File: src/rtl/elevator_sched.sv
// elevator_sched: N-floor elevator controller with direction-aware SCAN
// scheduling, per-floor travel timing, door dwell timing and a direct
// two-digit 7-segment floor display.
// Optional feature: define DOOR_HOLD_EN to let door_hold keep the door open.
module elevator_sched #(
    parameter int FLOORS      = 10,
    parameter int MOVE_CYCLES = 4,
    parameter int DOOR_CYCLES = 8
) (
    input  logic                      clock,
    input  logic                      reset,
    input  logic [FLOORS-1:0]         buttons,
    input  logic [FLOORS-1:0]         ups,
    input  logic [FLOORS-1:0]         downs,
    input  logic                      door_hold,
    output logic                      up,
    output logic                      down,
    output logic                      open,
    output logic [$clog2(FLOORS)-1:0] floor,
    output logic [FLOORS-1:0]         pending,
    output logic [6:0]                seg_tens,
    output logic [6:0]                seg_ones
);
    localparam int FW = $clog2(FLOORS);
    localparam int MW = $clog2(MOVE_CYCLES + 1);
    localparam int DW = $clog2(DOOR_CYCLES + 1);
    localparam logic [FLOORS-1:0] TOP_BIT    = FLOORS'(1) << (FLOORS - 1);
    localparam logic [FLOORS-1:0] BOTTOM_BIT = FLOORS'(1);

    typedef enum logic [1:0] {IDLE, MOVE_UP, MOVE_DOWN, DOOR_OPEN} state_t;

    state_t            state, state_nx;
    logic              dir, dir_nx;
    logic [FW-1:0]     floor_nx;
    logic [MW-1:0]     mcnt, mcnt_nx;
    logic [DW-1:0]     dcnt, dcnt_nx;
    logic [FLOORS-1:0] car_req, up_req, down_req;
    logic [FLOORS-1:0] car_nx, up_nx, down_nx;
    logic [FLOORS-1:0] new_car, new_up, new_down;
    logic [FLOORS-1:0] here_mask, next_mask;
    logic              door_hit;
    logic              hold;

`ifdef DOOR_HOLD_EN
    assign hold = door_hold;
`else
    logic unused_door_hold;
    assign hold             = 1'b0;
    assign unused_door_hold = door_hold;
`endif

    assign pending = car_req | up_req | down_req;

    function automatic logic any_above(input logic [FLOORS-1:0] req, input int f);
        logic hit;
        hit = 1'b0;
        for (int i = 0; i < FLOORS; i++)
            if (i > f && req[i]) hit = 1'b1;
        return hit;
    endfunction

    function automatic logic any_below(input logic [FLOORS-1:0] req, input int f);
        logic hit;
        hit = 1'b0;
        for (int i = 0; i < FLOORS; i++)
            if (i < f && req[i]) hit = 1'b1;
        return hit;
    endfunction

    function automatic logic [FLOORS-1:0] onehot(input int f);
        logic [FLOORS-1:0] m;
        m = '0;
        for (int i = 0; i < FLOORS; i++)
            m[i] = (i == f);
        return m;
    endfunction

    function automatic logic [6:0] seg_digit(input int d);
        case (d)
            0:       seg_digit = 7'h3F;
            1:       seg_digit = 7'h06;
            2:       seg_digit = 7'h5B;
            3:       seg_digit = 7'h4F;
            4:       seg_digit = 7'h66;
            5:       seg_digit = 7'h6D;
            6:       seg_digit = 7'h7D;
            7:       seg_digit = 7'h07;
            8:       seg_digit = 7'h7F;
            9:       seg_digit = 7'h6F;
            default: seg_digit = 7'h00;
        endcase
    endfunction

    // Next-state logic: request latching, SCAN decisions, travel and door timers.
    always_comb begin
        state_nx  = state;
        dir_nx    = dir;
        floor_nx  = floor;
        mcnt_nx   = mcnt;
        dcnt_nx   = dcnt;
        here_mask = onehot(int'(floor));
        next_mask = '0;
        new_car   = buttons;
        new_up    = ups & ~TOP_BIT;
        new_down  = downs & ~BOTTOM_BIT;
        door_hit  = 1'b0;
        if (state == DOOR_OPEN) begin
            door_hit = |((new_car | new_up | new_down) & here_mask);
            new_car  = new_car & ~here_mask;
            new_up   = new_up & ~here_mask;
            new_down = new_down & ~here_mask;
        end
        car_nx  = car_req | new_car;
        up_nx   = up_req | new_up;
        down_nx = down_req | new_down;

        case (state)
            IDLE: begin
                if (|(pending & here_mask)) begin
                    state_nx = DOOR_OPEN;
                    car_nx   = car_nx & ~here_mask;
                    up_nx    = up_nx & ~here_mask;
                    down_nx  = down_nx & ~here_mask;
                end else if (any_above(pending, int'(floor)) &&
                             (dir || !any_below(pending, int'(floor)))) begin
                    state_nx = MOVE_UP;
                    dir_nx   = 1'b1;
                end else if (any_below(pending, int'(floor))) begin
                    state_nx = MOVE_DOWN;
                    dir_nx   = 1'b0;
                end
            end
            MOVE_UP: begin
                if (mcnt == MW'(MOVE_CYCLES - 1)) begin
                    mcnt_nx   = '0;
                    floor_nx  = floor + FW'(1);
                    next_mask = onehot(int'(floor) + 1);
                    if (|((car_req | up_req) & next_mask) ||
                        (|(down_req & next_mask) && !any_above(pending, int'(floor) + 1))) begin
                        state_nx = DOOR_OPEN;
                        car_nx   = car_nx & ~next_mask;
                        up_nx    = up_nx & ~next_mask;
                        if (!any_above(pending, int'(floor) + 1))
                            down_nx = down_nx & ~next_mask;
                    end
                end else begin
                    mcnt_nx = mcnt + MW'(1);
                end
            end
            MOVE_DOWN: begin
                if (mcnt == MW'(MOVE_CYCLES - 1)) begin
                    mcnt_nx   = '0;
                    floor_nx  = floor - FW'(1);
                    next_mask = onehot(int'(floor) - 1);
                    if (|((car_req | down_req) & next_mask) ||
                        (|(up_req & next_mask) && !any_below(pending, int'(floor) - 1))) begin
                        state_nx = DOOR_OPEN;
                        car_nx   = car_nx & ~next_mask;
                        down_nx  = down_nx & ~next_mask;
                        if (!any_below(pending, int'(floor) - 1))
                            up_nx = up_nx & ~next_mask;
                    end
                end else begin
                    mcnt_nx = mcnt + MW'(1);
                end
            end
            DOOR_OPEN: begin
                if (door_hit || hold) begin
                    dcnt_nx = '0;
                end else if (dcnt == DW'(DOOR_CYCLES - 1)) begin
                    dcnt_nx  = '0;
                    state_nx = IDLE;
                end else begin
                    dcnt_nx = dcnt + DW'(1);
                end
            end
            default: state_nx = IDLE;
        endcase
    end

    // State, request and counter registers; motion outputs lag the state by one cycle.
    always_ff @(posedge clock or negedge reset) begin
        if (!reset) begin
            state    <= IDLE;
            dir      <= 1'b1;
            floor    <= '0;
            mcnt     <= '0;
            dcnt     <= '0;
            car_req  <= '0;
            up_req   <= '0;
            down_req <= '0;
            up       <= 1'b0;
            down     <= 1'b0;
            open     <= 1'b0;
        end else begin
            state    <= state_nx;
            dir      <= dir_nx;
            floor    <= floor_nx;
            mcnt     <= mcnt_nx;
            dcnt     <= dcnt_nx;
            car_req  <= car_nx;
            up_req   <= up_nx;
            down_req <= down_nx;
            up       <= (state == MOVE_UP);
            down     <= (state == MOVE_DOWN);
            open     <= (state == DOOR_OPEN);
        end
    end

    // Decimal display of the current floor; tens digit blanked below 10.
    always_comb begin
        seg_ones = seg_digit(int'(floor) % 10);
        seg_tens = (int'(floor) < 10) ? 7'h00 : seg_digit(int'(floor) / 10);
    end
endmodule

File: config.mk
export PLATFORM = sky130hd
export DESIGN_NAME = elevator_sched
export DESIGN_NICKNAME = d
export VERILOG_FILES = /design/src/rtl/elevator_sched.sv
export SDC_FILE = /design/constraint.sdc
export NUM_CORES = 1
export LEC_CHECK = 0
export ABC_AREA = 1
export BUFFER_PORTS_ARGS = -buffer_cell sky130_fd_sc_hd__buf_2
export CORE_ASPECT_RATIO = 0.8
export CORE_UTILIZATION = 61
export CTS_CLUSTER_DIAMETER = 30
export CTS_CLUSTER_SIZE = 12
export DETAILED_ROUTE_END_ITERATION = 10
export PLACE_DENSITY = 0.9
export SETUP_SLACK_MARGIN = 0.5
export SYNTH_ARGS = -nofsm -noshare
export SYNTH_HDL_FRONTEND = slang
export SYNTH_SLANG_ARGS = --single-unit
File: constraint.sdc
create_clock -name clock -period 8.4 [get_ports clock]
set_clock_uncertainty 0.15 [all_clocks]
set_input_delay 0.42 -clock clock [delete_from_list [all_inputs] [get_ports clock]]
set_output_delay 0.42 -clock clock [all_outputs]
set_load 0.02 [all_outputs]
-- After elaboration in Yosys (flattened, before gate mapping)
Memory sizes are Yosys's and may differ from the RTL's.
Index checks and enable logic that the tools add are counted.
Widths: inputs -> output; s select.
- add/subtract/negate cells: 6
- muxes and demuxes: 101
- reduce and logical (&&, ||, !) cells: 66
- bitwise gates (word level): 30
- equality and inequality tests: 39
- order comparisons: 40
- divide/modulo/power cells: 2
- operator list (kind ; number):
    $mux 10 ; 20
    $and 10x10->10 ; 17
    $eq 4x32->1 const A ; 4
    $pmux 10 s3 ; 3
    $or 10x10->10 ; 7
    $eq 3x32->1 const A ; 2
    $eq 5x32->1 const A ; 2
    $logic_not 32->1 ; 2
    $reduce_or 10->1 ; 6
    $mux 1 ; 59
    $logic_not 28->1 ; 2
    $logic_and 1x1->1 ; 42
    $div 5x5->32 const B ; 1
    $eq 2x32->1 const A ; 1
    $mod 5x5->32 const B ; 1
    $not 10->10 ; 3
    $eq 4x4->1 const A ; 6
    $mux 7 ; 3
    $eq 4x5->1 const A ; 4
    $gt 3x5->1 const A ; 4
    $lt 4x5->1 const A ; 4
    $mux 2 ; 9
    $gt 3x4->1 const A ; 4
    $lt 3x4->1 const A ; 4
    other kinds (46) ; 74
- register bits: 47
- word-level logic and storage cells: 297
- bits in read-only memories: 224
- memories kept: 2
- bits of input ports: 33
- memories (memory ; depth ; bits a word ; read ports ; clocked after memory_dff ; write ports ; line ; source):
    (no name shown) ; 16 ; 7 ; 1 ; 0 ; 0 ; 79 ; case (d)
    (no name shown) ; 16 ; 7 ; 1 ; 0 ; 0 ; 79 ;

-- Longest topological paths before layout
Gate-level depths: netlist (run 1).
- word-level depth: 25
- depth in mapped cells: 22

-- Worst setup path before layout (run 1)
OpenSTA, ideal clock, no wires.
- kind: reg2reg
- start point: register floor[0]
- end point: register car_req[4]
- setup slack: 5068 ps
- arrival time: 3064 ps
- clock period less this slack: 3332 ps
- cell stages (with the launch flop): 21
- path buffers: 2
- cells stage by stage: dfrtp_1 -> buf_4 -> clkinv_1 -> ha_1 -> inv_1 -> nand2_1 -> nand2_1 -> nor2_1 -> nand2_1 -> inv_1 -> ha_1 -> nand3_1 -> nand3_1 -> nand2_1 -> nor2_1 -> nand2_1 -> nand3_2 -> buf_6 -> nand3_1 -> o21bai_1 -> inv_1
- cells in the longest elaborated chain, start to end: 21
- ends and longest elaborated chain (what ; line ; source):
    from (decl) ; 19 ; output logic [$clog2(FLOORS)-1:0] floor,
    from (signal assigned) ; 198 ; floor <= floor_nx;
    $sub 4x1->5 or $add 4x1->5 (tied branches) ; - ;
    $lt 1x5->1 or $gt 1x5->1 (tied branches) ; 66, 58 ;
    $logic_and 1x1->1 (on tied branches) ; 66, 58 ;
    $mux 1 (on tied branches) (10 in a row) ; 66, 58 ;
    $mux 1 (on tied branches) ; 151, 134 ;
    $mux 1 ; 117 ; case (state)
    $logic_not 1->1 (on tied branches) ; 156, 139 ;
    $logic_and 1x1->1 (on tied branches) ; 156, 139 ;
    $logic_or 1x1->1 (on tied branches) ; 155, 138 ;
    $mux 10 (on tied branches) ; 155, 138 ;
    $mux 10 (on tied branches) ; 151, 134 ;
    $pmux 10 s3 (*) ; 117 ;
    via car_nx[4] ; 38 ; logic [FLOORS-1:0] car_nx, up_nx, down_nx;
    to (signal assigned) ; 201 ; car_req <= car_nx;
    to (decl) ; 37 ; logic [FLOORS-1:0] car_req, up_req, down_req;
Mark *: on every way through the listed nets, which the timed path passes. The rest lies on a longest branch. The select of a mux whose other input is x is not followed.
A chain may end at the register's enable or synchronous reset.

-- Final worst setup path (run 1)
- start point: register floor[0]
- end point: register down_req[7]
- cells in the longest elaborated chain, start to end: 21
- ends and longest elaborated chain (what ; line ; source):
    $sub 4x1->5 or $add 4x1->5 (tied branches) ; - ;
    $lt 1x5->1 or $gt 1x5->1 (tied branches) ; 66, 58 ;
    $logic_and 1x1->1 (on tied branches) ; 66, 58 ;
    $mux 1 (on tied branches) (10 in a row) ; 66, 58 ;
    $mux 1 (on tied branches) ; 151, 134 ;
    $mux 1 ; 117 ;
    $logic_not 1->1 (on tied branches) ; 156, 139 ;
    $logic_and 1x1->1 (on tied branches) ; 156, 139 ;
    $logic_or 1x1->1 (on tied branches) ; 155, 138 ;
    $mux 10 (on tied branches) ; 155, 138 ;
    $mux 10 (on tied branches) ; 151, 134 ;
    $pmux 10 s3 (*) ; 117 ;
    via down_nx[7] ; 38 ;
    to (signal assigned) ; 203 ; down_req <= down_nx;
    to (decl) ; 37 ;
Marked as above.

==> impl_metrics.csv, run 1 <==
group,metric,value,unit
status,status,"finished clean",
setup_path,crit_start,"floor[0]$_DFFE_PN0P_",
layout,n_fill_cell,673,
synthesis,syn_area_per_cell,6.295,um2
layout,finish.utilization,69.52,%
synthesis,synth.distinct_cells,49,
layout,area_delta_synth_final,8.167,%
drt,route.antenna.remaining_nets,0,
setup_path,cp.required,8.48,ns
synthesis,synth_edf_count,0,
synthesis,synth_top_area_share,23.78,%
place,io_buffers,55,
place,dp.cells,913,
place,gp_congestion,1.040,
setup_path,critPathMaxFanout,17,
clocking,htreeDepth,2,
floorplan,initial_core_util,64.27,%
setup_path,startpoint_type,"flop",
global_routing,busiest_layer,"met2",
floorplan,ios,64,
run,max_cap_viol_count,0,
global_routing,grt-ovfl-total,0,
floorplan,rows,28,
clocking,cts_made_buffers,5,
synthesis,netlist_area,4841,um2
floorplan,coreArea,7532,um2
timing,tns,0,ns
clocking,cts_setup_buffers,0,
drt,num_vias,5596,
timing,rsz0062_at_grt,"false",
setup_path,cp-end-kind,"flop",
synthesis,ys_ff_latch,47,
place,pre_cts_ws,3.993,ns
global_routing,use_met2,63.11,%
global_routing,met1_usage,60.22,%
timing,final-setup-viol-count,0,
timing,period_minus_slack,4.645,ns
clocking,cts_tree,"done",
drt,drc_errors,0,
global_routing,grt_pass1_vias,4911,
floorplan,die_h,81.68,um
worst_hold_path,min_path_type,"in -> async",
clocking,insertion_delay,0.31,ns
drt,drtPass1Iterations,7,
global_routing,gr-usage-all-layers,41.65,%
synthesis,synth.yosys.warnings,0,
timing,post-route-period-util,55.30,%
synthesis,synth_cells,769,
layout,drive_above_1_share,13.48,%
drt,wl,16.71,mm
setup_path,r2r-start,"floor[0]$_DFFE_PN0P_",
timing,hold_viol_final,0,
timing,max_freq,215.3,MHz
synthesis,synth_top_cell_by_area,"dfrtp_1",
synthesis,synthTopCellsByArea,"dfrtp_1, nand2_1, inv_1",
global_routing,grt_pass1_wl,26.12,mm
floorplan,die-area,8299,um2
layout,stdcell_count,921,
setup_path,critPathMaxStageDelay,0.78,ns
clocking,clockRootBuffer,"clkbuf_8",
global_routing,antenna_found_initial,0,
setup_path,cp_slowest_cell,"dfrtp_1",
floorplan,die_w,101.6,um
setup_path,regToRegSetupSlack,3.76,ns
drt,first_iter_violations,745,
layout,layout.nets,879,
clocking,cts_sinks,47,
setup_path,cpMostUsedCell,"nand2_1",
timing,worst_slack,3.755,ns
synthesis,async_reset_ff_share,100.0,%
setup_path,worstPathArrival,4.73,ns
layout,diodes,0,
global_routing,grt_start_max_net_pins,48,
timing,drv_slew,0,
clocking,ctsHoldBuffers,0,
drt,routed_via_density,6.076,
synthesis,yosysSeqAreaShare,24.32,%
clocking,cts_resized,0,
setup_path,path_class,"reg -> reg",
clocking,clockBufferDepth,2,
clocking,path_clk_slew,0.11,ns
place,dpl.hpwl,13.15,mm
drt,avgRoutedWirePerCell,18.14,um
timing,tightestPinTransition,1.087,ns
timing,slew_headroom,27.55,%
setup_path,path_cells,"clkinv_1, ha_1, inv_1, nand2_1, nand2_1, nor2_1, nand2_1, inv_1, ha_1, o21ai_0, o21ai_0, nor2_1, nand2_1, nor2_1, nand3_2, nand3_1, o21ai_0, inv_1",
synthesis,synth_flop_cell,"dfrtp_1",
global_routing,grt_use_met3,7.745,%
layout by cell type, fill, tap and decap left out, types with 5 or more instances in the layout:
cell type    n
inv_1      113
nand2_2     10
nor3_1      18
a31oi_1      6
o21ai_1      7
o21bai_1     7
o22ai_1      5
a21oi_1     40
clkbuf_8     5
nor2_2       6
o21ai_0     57
nand3_2      6
nor2_4       6
nand3_1     53
nand2_1    185
dfrtp_1     46
inv_2        8
conb_1       5
ha_1        30
nand4_1      7
nor2_1      99
buf_2       55
cell families after synthesis:
kind of cell	Yosys count	synth area share (%)
fa+ha+maj	31	8.168
flops	47	24.32
compound gates	136	15.59
buf+inv	143	12.46
other cells	1	0.07747
simple gates	406	38.49
xor+xnor	5	0.9046
synth_stat cells (5+ instances only):
library cell  number
dfrtp_1           46
ha_1              30
buf_6              5
o21ai_1            7
a21oi_1           40
nor3_1            18
nand4_1            7
nor2_4             6
nor2_2             6
nand3_1           53
a31oi_1            6
nand2_1          185
nand2_2           10
nor2_1            99
inv_2              8
clkbuf_1           7
o21bai_1           7
inv_1            113
buf_4              7
o22ai_1            5
o21ai_0           57
nand3_2            6
final timing paths:
path / end / cells past startpoint
worst max-delay path: down_req[7]$_DFF_PN0_ / 18
worst min-delay path: down_req[8]$_DFF_PN0_ / 1
worst max register to register: down_req[7]$_DFF_PN0_ / 18
worst min register to register: mcnt[0]$_DFFE_PN0P_ / 1
max in group asynchronous: down_req[7]$_DFF_PN0_ / 1
min in group clock: up_req[4]$_DFF_PN0_ / 3
layout make-up:
class / instances / area [um2] / share of cell area [%]
Clock buffer: 5 / 68.82 / 1.314
Inverter: 123 / 464.2 / 8.865
Clock inverter: 3 / 43.79 / 0.8363
Sequential cell: 47 / 1177 / 22.49
Tap cell: 105 / 131.4 / 2.509
Multi-Input combinational cell: 583 / 3075 / 58.73
Timing Repair Buffer: 55 / 275.3 / 5.257
worst max-delay path, delay by kind of cell (launching register included):
kind / cells / cell delay (ns)
AO/OA/AOI/OAI: 3 / 0.44
flip-flops: 1 / 0.78
adder cells (fa/ha/maj): 2 / 0.73
buffers and inverters: 4 / 0.97
AND/OR/NAND/NOR: 9 / 1.48
sequential cells by signal, summed over array words and instances (netlist names):
| name | count |
|---|---|
| car_req | 10 |
| down_req | 10 |
| dcnt | 4 |
| open | 1 |
| mcnt | 3 |
| state | 2 |
| floor | 4 |
| up_req | 10 |
| dir | 1 |
| up | 1 |
| down | 1 |
per-layer routing:
layer  wire (um)  vias up  share of wire (%)
li1            -     2560                  -
met1        6809     2533                 41
met2        7042      447                 42
met3        2385       56                 14
met4         469        0                2.8
met5           0        -                  0
stage by stage:
stage,instance area (um2),hold slack [ns]
after CTS,5236,0.1807
after detailed placement,5124,0.3428
after floorplan,4856,-0.02559
after global placement,5124,0.3204
after global routing,5236,0.2350
final,5236,0.1397
Power of run 1 is left out: the tool's default activity adds up to more than one toggle a clock period on the data nets, which glitch-free logic cannot reach.
==> inputs of run 2 (changes only) <==
ABC_AREA = 0   (was 1)
CORE_UTILIZATION = 59   (was 61)
PLACE_DENSITY = 0.88   (was 0.9)
clock period = 4.7 ns   (was 8.4 ns; I/O delays follow)
==> impl_metrics.csv, run 2 <==
group,metric,value,unit
status,status,"finished, violations left",
status,violations,"hold timing",
timing,final-setup-viol-count,0,
floorplan,die_h,79.06,um
synthesis,yosysSeqAreaShare,26.89,%
drt,drtPass1Iterations,8,
synthesis,yosysMostFrequentCell,"a21oi_1",
synthesis,netlist_area,4379,um2
clocking,insertion_delay,0.31,ns
global_routing,grt_pass1_vias,4543,
timing,period_minus_slack,3.985,ns
synthesis,synth_cells,566,
timing,whs,-0.04597,ns
layout,diodes,0,
timing,rsz0062_at_grt,"false",
floorplan,die_w,98.32,um
timing,hold_viol_final,46,
clocking,clockRootBuffer,"clkbuf_8",
synthesis,syn_area_per_cell,7.737,um2
floorplan,coreArea,7027,um2
clocking,path_clk_slew,0.09,ns
synthesis,synth_top_cell_by_area,"dfrtp_1",
timing,max_freq,250.9,MHz
setup_path,worstPathArrival,4.05,ns
place,gp_congestion,1.053,
setup_path,reg2reg_to,"up_req[9]$_DFFE_PN0P_",
drt,num_vias,4951,
global_routing,grt-ovfl-total,0,
setup_path,startpoint_type,"flop",
synthesis,ys_ff_latch,47,
drt,routed_via_density,7.013,
timing,tns,0,ns
layout,layout.nets,682,
place,io_buffers,55,
global_routing,antenna_found_initial,0,
layout,multi_input_area,2948,um2
timing,tightestPinTransition,1.062,ns
layout,finish.utilization,69.16,%
setup_path,r2r-start,"floor[2]$_DFFE_PN0P_",
clocking,cts_tree,"done",
synthesis,synth_top_area_share,26.29,%
setup_path,critPathMaxFanout,10,
layout,regArea,1177,um2
run,max_cap_viol_count,0,
setup_path,r2r_cells,13,
layout,top_regs,"car_req: 10 flops, down_req: 10 flops, up_req: 10 flops",
clocking,htreeDepth,2,
layout,final_common_cell,"a21oi_1",
drt,avgRoutedWirePerCell,21.97,um
layout,stdcell_count,706,
synthesis,yosys-top-cells-count,"a21oi_1, o21ai_0, dfrtp_1",
setup_path,cp-end-kind,"flop",
synthesis,synth_flop_cell,"dfrtp_1",
synthesis,async_reset_ff_share,100.0,%
place,dp.cells,697,
layout,mostFrequentLayoutCells,"a21oi_1, buf_2, o21ai_0, dfrtp_1, nand2_1",
synthesis,synth.distinct_cells,78,
worst_hold_path,min_path_type,"in -> async",
synthesis,synth.yosys.warnings,0,
drt,route.antenna.remaining_nets,0,
drt,wl,15.51,mm
global_routing,gr-usage-all-layers,40.48,%
synthesis,synth_edf_count,0,
clocking,clockBufferDepth,2,
timing,post-route-period-util,84.79,%
timing,slew_headroom,29.18,%
drt,first_iter_violations,581,
setup_path,cp.required,4.76,ns
synthesis,synthTopCellsByArea,"dfrtp_1, a21oi_1, ha_1",
layout,area_delta_synth_final,10.97,%
place,dpl.hpwl,11.61,mm
clocking,cts_sinks,47,
setup_path,path_class,"reg -> reg",
setup_path,regToRegSetupSlack,0.71,ns
layout,n_fill_cell,604,
floorplan,die-area,7773,um2
global_routing,grt_start_max_net_pins,48,
floorplan,initial_core_util,62.32,%
global_routing,grt_pass1_wl,24.24,mm
floorplan,rows,27,
drt,drc_errors,0,
layout,drive_above_1_share,16.80,%
floorplan,ios,64,
timing,drv_slew,0,
clocking,cts_made_buffers,5,
run 2: cell count changes after synthesis, moves of 8 or more:
cell | previous run | this run
a21oi_1 | 40 | 84
a22oi_1 | 0 | 8
and3_1 | 0 | 10
clkbuf_1 | 7 | 22
inv_1 | 113 | 29
nand2_1 | 185 | 43
nand2_2 | 10 | 0
nand3_1 | 53 | 15
nor2_1 | 99 | 33
run 2: worst max path at each step:
stage | endpoint | start
after floorplan | state[1]$_DFFE_PN0P_ | floor[2]$_DFFE_PN0P_
after global placement | state[1]$_DFFE_PN0P_ | floor[2]$_DFFE_PN0P_
after detailed placement | state[1]$_DFFE_PN0P_ | floor[2]$_DFFE_PN0P_
after CTS | state[1]$_DFFE_PN0P_ | floor[2]$_DFFE_PN0P_
after global routing | up_req[9]$_DFFE_PN0P_ | floor[2]$_DFFE_PN0P_
final | up_req[9]$_DFFE_PN0P_ | floor[2]$_DFFE_PN0P_
run 2: cell type report:
type	count	share of cell area, %
clock buffers	5	1.416
flip-flops and latches	47	24.23
clock inverters	3	0.4634
inverters	31	2.394
well taps	87	2.240
repair buffers	74	8.599
multi-input cells	459	60.66
run 2: logic make-up (layout without fill, tap and decap cells):
| logic type | Yosys count | in the layout | share of synthesized area (%) |
|---|---|---|---|
| adders and majority gates | 31 | 31 | 9.029 |
| muxes | 8 | 8 | 1.914 |
| and+or+nand+nor | 173 | 173 | 20.60 |
| other | 1 | 5 | 0.08563 |
| DFF | 47 | 47 | 26.89 |
| buffers and inverters | 64 | 113 | 6.200 |
| AOI/OAI and AO/OA | 232 | 232 | 32.94 |
| xor gates and xnor gates | 10 | 10 | 2.343 |
run 2: worst max-delay path: stages (launching register included):
cell,delay (ns)
dfrtp_1,0.36
clkinv_1,0.31
ha_1,0.38
a21boi_1,0.28
xnor2_2,0.22
nor2_1,0.10
and2_1,0.18
ha_1,0.28
xor2_1,0.18
a211oi_2,0.49
a211oi_4,0.18
buf_4,0.18
or3_1,0.36
a41oi_1,0.25
run 2: metal layers:
metal	global-route usage [%]	vias to the layer above	part of all wire [%]
met1	59.46	2327	42
met3	9.771	48	13
li1	-	2205	-
met5	0	-	0
met2	58.80	371	42
met4	11.79	0	2.2
run 2: stage by stage:
step	setup WS, ns	area (um2)
5_1_grt	0.5731	4860
4_1_cts	0.6750	4850
6_report	0.7148	4860
3_5_place_dp	0.7130	4758
3_3_place_gp	0.7629	4758
2_1_floorplan	0.6676	4394
run 2: repair_timing:
item                                   in CTS  in global routing
setup buffers                               0                  1
endpoints found under the hold margin       0                  0
setup endpoints to repair                   0                  6
hold buffers                                0                  0
resized for setup                           0                  1
Power of run 2 is left out for the same reason.
==> inputs of run 3 (changes only) <==
ABC_AREA = 1   (was 0)
CORE_UTILIZATION = 54   (was 59)
PLACE_DENSITY = 0.84   (was 0.88)
clock period = 3.66 ns   (was 4.7 ns; I/O delays follow)
==> impl_metrics.csv, run 3 (synthesis gave the netlist of run 1 again) <==
group,metric,value,unit
timing,whs,0.01236,ns
place,io_buffers,55,
setup_path,regToRegSetupSlack,0.65,ns
timing,final-setup-viol-count,0,
run,max_cap_viol_count,0,
layout,diodes,0,
layout,area_delta_synth_final,13.67,%
layout,top_regs,"car_req: 10 flops, down_req: 10 flops, up_req: 10 flops",
place,gp_congestion,1.037,
clocking,cts_tree,"done",
timing,drv_slew,0,
layout,final_common_cell,"nand2_1",
layout,drive_above_1_share,17.72,%
pwr,p_leak,2.914,nW
setup_path,startpoint_type,"flop",
drt,routed_via_density,5.803,
worst_hold_path,min_from,"buttons[6]",
worst_hold_path,min_path_type,"in -> reg",
clocking,path_clk_slew,0.10,ns
clocking,clockRootBuffer,"clkbuf_8",
floorplan,ios,64,
clocking,htreeDepth,2,
pwr,seq_power_share,15.5,%
drt,drtPass1Iterations,7,
layout,multi_input_area,3147,um2
global_routing,grt_pass1_wl,27.46,mm
timing,post-route-period-util,83.03,%
setup_path,r2r-start,"floor[0]$_DFFE_PN0P_",
drt,wl,17.66,mm
setup_path,path_class,"reg -> out",
timing,slew_headroom,45.33,%
timing,rsz0062_at_grt,"false",
pwr,vdd_ir_drop_max,719.9,uV
drt,first_iter_violations,669,
layout,regArea,1179,um2
floorplan,coreArea,8596,um2
clocking,cts_made_buffers,5,
pwr,power,6.252,mW
worst_hold_path,whs_path_depth,5,
timing,tightestPinTransition,0.8200,ns
layout,mostFrequentLayoutCells,"nand2_1, inv_1, nor2_1, buf_2, nand3_1",
status,status,"finished clean",
layout,stdcell_count,953,
drt,route.antenna.remaining_nets,0,
setup_path,reg2reg_to,"state[0]$_DFFE_PN0P_",
floorplan,initial_core_util,56.32,%
setup_path,critPathMaxFanout,9,
place,dpl.hpwl,13.95,mm
timing,max_freq,329.0,MHz
setup_path,cp-end-kind,"primary output",
pwr,clkPwrFrac,5.8,%
global_routing,antenna_found_initial,0,
layout,n_fill_cell,819,
pwr,p_int,2.447,mW
setup_path,crit_start,"floor[0]$_DFFE_PN0P_",
setup_path,r2r_cells,16,
pwr,switching_share,60.87,%
clocking,clockBufferDepth,2,
floorplan,die_h,86.69,um
drt,num_vias,5530,
floorplan,die_w,107.9,um
layout,finish.utilization,64.02,%
worst_hold_path,min_to,"car_req[6]$_DFF_PN0_",
floorplan,die-area,9349,um2
place,dp.cells,935,
pwr,pwr-share-comb,78.6,%
timing,period_minus_slack,3.039,ns
drt,avgRoutedWirePerCell,18.54,um
global_routing,grt-ovfl-total,0,
global_routing,gr-usage-all-layers,39.23,%
timing,tns,0,ns
setup_path,worstPathArrival,2.71,ns
global_routing,grt_pass1_vias,5046,
clocking,cts_sinks,47,
floorplan,rows,30,
pwr,p_sw,3.805,mW
drt,drc_errors,0,
global_routing,grt_start_max_net_pins,34,
pwr,power_density,1136,nW/um2
setup_path,cp.required,3.33,ns
timing,hold_viol_final,0,
clocking,insertion_delay,0.33,ns
layout,layout.nets,904,
run 3: changes by cell type in the layout (fill, tap and decap cells not counted), sizes merged, moves of 10 or more:
cell	before	now
nand3	15	62
a21oi	85	40
nand2	43	199
inv	31	122
and3	10	0
nor2	34	111
run 3: layer usage:
metal  up-vias  part of all wire [%]  wire, um  track usage (%)
met3        42                    12      2198            8.271
met2       347                    42      7396            59.03
met5         -                     0         0                0
met4         0                   2.3       411            11.58
li1       2605                     -         -                -
met1      2536                    43      7657            56.23
run 3: metrics by stage:
| stage | worst slack (ns) | cell area (um2) |
|---|---|---|
| final | 0.6209 | 5503 |
| after CTS | 0.5239 | 5414 |
| after floorplan | 0.5584 | 4857 |
| after global routing | 0.4952 | 5503 |
| after detailed placement | 0.2784 | 5246 |
| after global placement | 0.3360 | 5246 |
run 3: layout make-up:
type	count	area share, %
Multi-Input combinational cell	584	57.19
Sequential cell	47	21.42
Timing Repair Buffer	79	8.527
Inverter	123	8.527
Tap cell	112	2.547
Clock buffer	6	1.501
Clock inverter	2	0.2956
run 3: how the worst max path moves through the flow:
stage / end / slack [ns]
floorplan: car_req[4]$_DFF_PN0_ / 0.56
global placement: car_req[6]$_DFF_PN0_ / 0.34
detailed placement: up_req[2]$_DFF_PN0_ / 0.28
CTS: up_req[2]$_DFF_PN0_ / 0.52
global route: down_req[0]$_DFFE_PN0P_ / 0.50
finish: seg_ones[3] / 0.62
run 3: power by group through the flow:
stage / Sequential (mW) / Combinational, mW / Clock, mW
floorplan: 0.973 / 3.25 / 0
global placement: 0.964 / 4.41 / 0
detailed placement: 0.972 / 4.53 / 0
CTS: 0.966 / 4.60 / 0.364
global route: 0.998 / 5.39 / 0.384
finish: 0.972 / 4.92 / 0.364
run 3: repair_timing:
action,CTS,global route
hold buffers,4,0
pin swaps,0,3
setup endpoints to repair,36,38
endpoints found under the hold margin,17,0
gates resized for setup,8,21
gates cloned,0,1
buffers inserted,1,4
run 3: critical path, stage by stage, from the launching register on:
cell and delay (ns):
dfrtp_2 0.47, clkinv_4 0.12, buf_6 0.16, ha_2 0.21, inv_1 0.10, a21oi_2 0.23, nor2_1 0.08, nor2_2 0.19
inv_1 0.14, ha_1 0.20, o21ai_1 0.18, nor2_1 0.06, nor2_1 0.08, buf_2 0.18
Note: power is estimated with default switching activity, not from simulation.
